File: config.mk
export PLATFORM = sky130hd
export DESIGN_NAME = leg_solver_flat
export DESIGN_NICKNAME = d
export VERILOG_FILES = /design/src/rtl/leg_solver_if.sv /design/src/rtl/leg_solver.sv /design/src/flat_wrapper.sv
export SDC_FILE = /design/constraint.sdc
export NUM_CORES = 1
export LEC_CHECK = 0
export CAP_MARGIN = 5
export CORE_UTILIZATION = 30
export CTS_BUF_LIST = sky130_fd_sc_hd__clkbuf_4 sky130_fd_sc_hd__clkbuf_8
export DETAILED_ROUTE_END_ITERATION = 10
export SKIP_CTS_REPAIR_TIMING = 1
export SLEW_MARGIN = 20
export SYNTH_ARGS = -nofsm -noshare
export SYNTH_HDL_FRONTEND = slang
export SYNTH_SLANG_ARGS = --single-unit
export TNS_END_PERCENT = 5
File: constraint.sdc
create_clock -name clk -period 15.3 [get_ports clk]
set_clock_uncertainty 0.1 [all_clocks]
set_input_delay 2.295 -clock clk [delete_from_list [all_inputs] [get_ports clk]]
set_output_delay 2.295 -clock clk [all_outputs]
set_load 0.005 [all_outputs]
File: src/rtl/leg_solver_if.sv
// Start/busy/done handshake bundle for the leg solver: operands in, leg/remainder/status out.
interface leg_solver_if #(parameter int W = 8);
  logic         start;
  logic [W-1:0] r_in;
  logic [W-1:0] x_in;
  logic         busy;
  logic         done;
  logic [W-1:0] y_out;
  logic [W:0]   rem_out;
  logic         exact;
  logic         err;

  modport master (output start, r_in, x_in,
                  input  busy, done, y_out, rem_out, exact, err);
  modport slave  (input  start, r_in, x_in,
                  output busy, done, y_out, rem_out, exact, err);
endinterface

File: src/rtl/leg_solver.sv
// Computes y = floor(sqrt(r*r - x*x)) with a digit-by-digit integer square root,
// one result bit per clock, behind a start/busy/done handshake.
module leg_solver #(
  parameter int W = 8
) (
  input  logic         clk,
  input  logic         rst,
  leg_solver_if.slave  bus
);
  localparam int CW = (W > 1) ? $clog2(W) : 1;

  typedef enum logic [1:0] {IDLE, LOAD, ITER, DONE} state_t;

  state_t         state;
  logic [W-1:0]   r_q, x_q;
  logic [2*W-1:0] d;
  logic [W-1:0]   root;
  logic [W:0]     rem;
  logic [CW-1:0]  cnt;

  logic           busy_q, done_q, exact_q, err_q;
  logic [W-1:0]   y_q;
  logic [W:0]     rem_out_q;

  logic [2*W-1:0]      r_ext, x_ext, d_calc;
  logic [1:0]          pair;
  logic signed [W+3:0] trial;
  logic [W-1:0]        root_nxt;
  logic [W:0]          rem_nxt;

  assign r_ext  = {{W{1'b0}}, r_q};
  assign x_ext  = {{W{1'b0}}, x_q};
  // Only consumed when r >= x, so the difference never wraps.
  assign d_calc = r_ext * r_ext - x_ext * x_ext;
  assign pair   = d[2*W-1 -: 2];

  // One square-root step: a non-negative trial keeps the subtraction and sets the root bit.
  always_comb begin
    trial    = $signed({1'b0, rem, pair}) - $signed({2'b00, root, 2'b01});
    root_nxt = {root[W-2:0], 1'b0};
    rem_nxt  = (W+1)'({rem, pair});
    if (!trial[W+3]) begin
      root_nxt = {root[W-2:0], 1'b1};
      rem_nxt  = (W+1)'(trial);
    end
  end

  always_ff @(posedge clk or posedge rst) begin
    if (rst) begin
      state     <= IDLE;
      r_q       <= '0;
      x_q       <= '0;
      d         <= '0;
      root      <= '0;
      rem       <= '0;
      cnt       <= '0;
      busy_q    <= 1'b0;
      done_q    <= 1'b0;
      exact_q   <= 1'b0;
      err_q     <= 1'b0;
      y_q       <= '0;
      rem_out_q <= '0;
    end else begin
      done_q <= 1'b0;
      unique case (state)
        IDLE: if (bus.start) begin
          r_q    <= bus.r_in;
          x_q    <= bus.x_in;
          err_q  <= 1'b0;
          busy_q <= 1'b1;
          state  <= LOAD;
        end
        LOAD: if (r_q < x_q) begin
          err_q     <= 1'b1;
          y_q       <= '0;
          rem_out_q <= '0;
          exact_q   <= 1'b0;
          busy_q    <= 1'b0;
          done_q    <= 1'b1;
          state     <= DONE;
        end else begin
          d     <= d_calc;
          root  <= '0;
          rem   <= '0;
          cnt   <= CW'(W - 1);
          state <= ITER;
        end
        ITER: begin
          d    <= d << 2;
          root <= root_nxt;
          rem  <= rem_nxt;
          if (cnt == '0) begin
            y_q       <= root_nxt;
            rem_out_q <= rem_nxt;
            exact_q   <= (rem_nxt == '0);
            busy_q    <= 1'b0;
            done_q    <= 1'b1;
            state     <= DONE;
          end else begin
            cnt <= cnt - 1'b1;
          end
        end
        DONE: state <= IDLE;
        default: state <= IDLE;
      endcase
    end
  end

  assign bus.busy    = busy_q;
  assign bus.done    = done_q;
  assign bus.y_out   = y_q;
  assign bus.rem_out = rem_out_q;
  assign bus.exact   = exact_q;
  assign bus.err     = err_q;
endmodule

File: src/flat_wrapper.sv
// flat-port wrapper written by rule: the top's interface ports become plain ports
module leg_solver_flat 
#(
  parameter int W = 8
)
  (clk, rst, bus_start, bus_r_in, bus_x_in, bus_busy, bus_done, bus_y_out, bus_rem_out, bus_exact, bus_err);
  leg_solver_if #(.W(W)) bus_i ();
  input  logic clk;
  input  logic rst;
  input wire logic [$bits(bus_i.start)-1:0] bus_start;
  input wire logic [$bits(bus_i.r_in)-1:0] bus_r_in;
  input wire logic [$bits(bus_i.x_in)-1:0] bus_x_in;
  output wire logic [$bits(bus_i.busy)-1:0] bus_busy;
  output wire logic [$bits(bus_i.done)-1:0] bus_done;
  output wire logic [$bits(bus_i.y_out)-1:0] bus_y_out;
  output wire logic [$bits(bus_i.rem_out)-1:0] bus_rem_out;
  output wire logic [$bits(bus_i.exact)-1:0] bus_exact;
  output wire logic [$bits(bus_i.err)-1:0] bus_err;
  assign bus_i.start = bus_start;
  assign bus_i.r_in = bus_r_in;
  assign bus_i.x_in = bus_x_in;
  assign bus_busy = bus_i.busy;
  assign bus_done = bus_i.done;
  assign bus_y_out = bus_i.y_out;
  assign bus_rem_out = bus_i.rem_out;
  assign bus_exact = bus_i.exact;
  assign bus_err = bus_i.err;
  leg_solver #(.W(W)) u_core (.clk(clk), .rst(rst), .bus(bus_i));
endmodule
After elaboration in Yosys (flattened, before gate mapping)

Cells that the tools add are included.

Bits in registers: 75
Input bits: 19
Output and inout port bits: 21

Equal/unequal tests: 8
Mux-type cells: 33
Magnitude comparators: 1
Multipliers: 2
Add/sub/neg operators: 3
Reductions and logical operators: 13

Operators with widths:

| operator             | count |
|---|---|
| $mux W9              | 4 |
| $pmux W9 S2          | 2 |
| $mul A8 B8 Y16       | 2 |
| $pmux W16 S2         | 1 |
| $pmux W8 S2          | 2 |
| $mux W8              | 3 |
| $mux W16             | 1 |
| $sub A16 B16 Y16     | 1 |
| $sub A11 B10 Y12     | 1 |
| $mux W1              | 10 |
| $logic_not A9 Y1     | 1 |
| $reduce_and A3 Y1    | 3 |
| $lt A8 B8 Y1         | 1 |
| $pmux W2 S4          | 1 |
| $mux W3              | 2 |
| $ne A2 B2 Y1 const B | 3 |
| $pmux W1 S2          | 3 |
| $pmux W3 S2          | 1 |
| $reduce_and A2 Y1    | 3 |
| $eq A2 B2 Y1 const B | 2 |
| $mux W2              | 2 |
| $ne A2 B1 Y1 const B | 2 |
| $reduce_and A4 Y1    | 1 |
| $reduce_bool A2 Y1   | 2 |
| 6 further kinds      | 6 |

Longest topological paths before layout

Word-level depth: 5
Depth in mapped cells: 23
Mapped depth without buffers: 23

Worst setup path after synthesis

OpenSTA, ideal clock, no wires.

Kind: reg-to-reg
Start: reg u_core.r_q[1]
End: reg u_core.d[15]
Data arrival time: 5.313 ns
Required time: 15.074 ns
Path buffers: 1
Slack: 9.761 ns
Cell stages (with the launch flop): 20
Clock period less this slack: 5.539 ns
Path through: dfrtp_1 -> clkbuf_1 -> nand2_1 -> fa_1 -> fa_1 -> inv_1 -> fa_1 -> fa_1 -> fa_1 -> inv_1 -> fa_1 -> inv_1 -> ha_1 -> o21a_1 -> o21a_1 -> nand4_1 -> nand4b_1 -> o31ai_1 -> xnor2_1 -> a21oi_1

Longest elaborated chain between the ends: 4
Elaborated cells on any way between the ends: 7

RTL lines:

| what                     | line             | source |
|---|---|---|
| start: declaration       | leg_solver.sv:15 | `logic [W-1:0] r_q, x_q;` |
| start signal: assignment | leg_solver.sv:67 | `r_q <= bus.r_in;` |
| $mul A8 B8 Y16           | leg_solver.sv:34 | `assign d_calc = r_ext * r_ext - x_ext * x_ext;` |
| $sub A16 B16 Y16         | leg_solver.sv:34 |  |
| $mux W16                 | leg_solver.sv:73 | `LOAD: if (r_q < x_q) begin` |
| $pmux W16 S2             | leg_solver.sv:65 | `unique case (state)` |
| end signal: assignment   | leg_solver.sv:82 | `d <= d_calc;` |
| end signal: assignment   | leg_solver.sv:89 | `d <= d << 2;` |
| end: declaration         | leg_solver.sv:16 | `logic [2*W-1:0] d;` |

Several ways; a longest one is shown, not always the timed one. The select of a mux whose other input is x is not followed.
A chain may end at the register's enable or synchronous reset.

Final worst setup path

Same ends and word-level chain as after synthesis.

==> flow_metrics.tcl <==
set metrics [dict create \
    tightestPinTransition_ns 0.8713 \
    synth-edff-count 0 \
    fp-row-count 56 \
    route.detailed.drc 0 \
    cts_root_buf "clkbuf_8" \
    syn_inst 777 \
    core_area_sq_um 23680 \
    clock-sinks 75 \
    die-area_sq_um 24990 \
    first_pass_iters 4 \
    hold_ws_ns 0.3857 \
    ys_warn_count 0 \
    crit_type "reg2reg" \
    die_h_um 158.1 \
    cts_buffer_depth 2 \
    synth.distinct_cells 59 \
    insertion_delay_ns 0.37 \
    grt_pass1_vias 5450 \
    seq_area_sq_um 1877 \
    outcome "finished, final reports clean" \
    required_ns 15.44 \
    ys_seq_area_share_pct 25.68 \
    drt-total-wl_mm 15.69 \
    drive_above_1_share_pct 6.460 \
    die-width_um 158.1 \
    hp-class "reg2reg" \
    relSlewSlack_pct 41.91 \
    path_clk_slew_ns 0.09 \
    grt_pass1_wl_mm 27.35 \
    ys_ff_latch 75 \
    synthArstFlopShare_pct 100.0 \
    nFillCells 2487 \
    htree_levels 3 \
    place_hpwl_mm 12.53 \
    ant_nets 0 \
    synth_nets 949 \
    synth_area_sq_um 7308 \
    maxCapViolCount 0 \
    overflow 0 \
    drtIter0Drc 288 \
    grt_max_degree 76 \
    multi_input_area_sq_um 4748 \
    avgSynthCellArea_sq_um 9.406 \
    viasPerCell 4.571 \
    diodes 0 \
    period_share_pct 38.15 \
    io_buffers 39 \
    final_common_cell "inv_1" \
    cp-start-kind "register" \
    cts_tree "yes" \
    syn_to_final_growth_pct 12.26 \
    timing.final.setup_violations 0 \
    numCtsBuffers 9 \
    place.gp.congestion 0.8749 \
    num_io_pins 40 \
    layout.nets 972 \
    fin_tns_setup_ns 0 \
    worstPathArrival_ns 5.98 \
    slew_viol_final 0 \
    crit_path_max_fanout 13 \
    dr_total_vias 5138 \
    synth-main-ff-cell "dfrtp_1" \
    track_usage_pct 14.19 \
    min_period_ns 5.837 \
    fmax_ghz 0.1713 \
    final_cell_mix "inv_1, nand2_1, fa_1" \
    cp-end-kind "register" \
    rsz0062_at_grt "no" \
    initial_utilization_pct 30.86 \
    wl_per_cell_um 13.96 \
    hold_violations 0 \
    antenna_found_initial 0 \
]
==> critical path: stages (launching register included) <==
cell and delay (ns):
dfrtp_1 0.64, nand2_1 0.19, fa_1 0.52, fa_1 0.54, inv_1 0.05, fa_1 0.51
fa_1 0.44, fa_1 0.55, inv_1 0.06, fa_1 0.52, inv_1 0.04, ha_1 0.33
o21a_1 0.21, o21a_1 0.20, nand4_1 0.09, nand4b_1 0.15, o31ai_1 0.31, xnor2_1 0.16
a21oi_1 0.08
==> sequential cells by signal, indices dropped and copies added, names as in the netlist <==
register,cells
u_core.rem,9
u_core.cnt,3
u_core.d,16
u_core.bus.done,1
u_core.bus.y_out,8
u_core.bus.exact,1
u_core.bus.err,1
u_core.root,8
u_core.bus.rem_out,9
u_core.bus.busy,1
u_core.x_q,8
u_core.state,2
u_core.r_q,8
==> Yosys cell counts, types with 10 or more instances <==
cell type / count / share of area, %
clkbuf_1: 25 / 1.3
xnor2_1: 17 / 2.0
fa_1: 79 / 22
inv_1: 149 / 7.7
mux2i_1: 10 / 1.4
nand2_1: 89 / 4.6
a21oi_1: 30 / 2.1
nor2_1: 42 / 2.2
ha_1: 74 / 13
xor2_1: 10 / 1.2
mux2_2: 22 / 3.4
o31ai_1: 13 / 1.3
dfrtp_1: 75 / 26
o21ai_0: 25 / 1.7
==> cell type report <==
class                      count  area share, %
multi-input combinational    523          57.88
sequential                    75          22.88
inverter                     149          6.832
timing repair buffer          42          5.079
tap                          319          4.865
clock buffer                  10          1.601
clock inverter                 6         0.8693
==> stage by stage <==
stage,util [%],std cells,area [sq um],worst slack [ns]
CTS,34.63,1124,8200,9.483
floorplan,-,777,7308,9.761
finish,34.64,1124,8204,9.463
global placement,33.77,1108,7998,9.614
global route,34.64,1124,8204,9.197
detailed placement,33.77,1108,7998,9.516
==> routing by layer <==
metal	track usage, %	up-vias	wire [um]
met3	2.601	17	494
met1	18.78	2500	7423
met2	23.20	76	7409
li1	-	2545	-
met4	4.808	0	359
met5	0	-	0
==> path summary, 6_finish.rpt <==
check                                                 from                              end  slack, ns  cells after the start
max                              u_core.r_q[1]$_DFFE_PP0P_         u_core.d[15]$_DFFE_PP0P_       9.46                     18
min                        u_core.bus.y_out[3]$_DFFE_PP0P_  u_core.bus.y_out[3]$_DFFE_PP0P_       0.39                      2
max reg2reg                      u_core.r_q[1]$_DFFE_PP0P_         u_core.d[15]$_DFFE_PP0P_       9.46                     18
min reg2reg                u_core.bus.y_out[3]$_DFFE_PP0P_  u_core.bus.y_out[3]$_DFFE_PP0P_       0.39                      2
max in group asynchronous                              rst        u_core.rem[0]$_DFFE_PP0P_      12.27                      3
min in group asynchronous                              rst        u_core.x_q[0]$_DFFE_PP0P_       2.32                      3
==> kinds of logic after synthesis <==
kind of cell / count (synthesis) / synth area share (%)
buffers and inverters: 179 / 9.348
and+or+nand+nor: 177 / 10.68
adders and majority gates: 153 / 34.31
AOI/OAI and AO/OA: 132 / 11.78
DFF: 75 / 25.68
muxes: 33 / 4.914
xor gates and xnor gates: 27 / 3.236
other: 1 / 0.05131
Power is left out: the tool's default activity adds up to more than one toggle a clock period on the data nets, which glitch-free logic cannot reach.
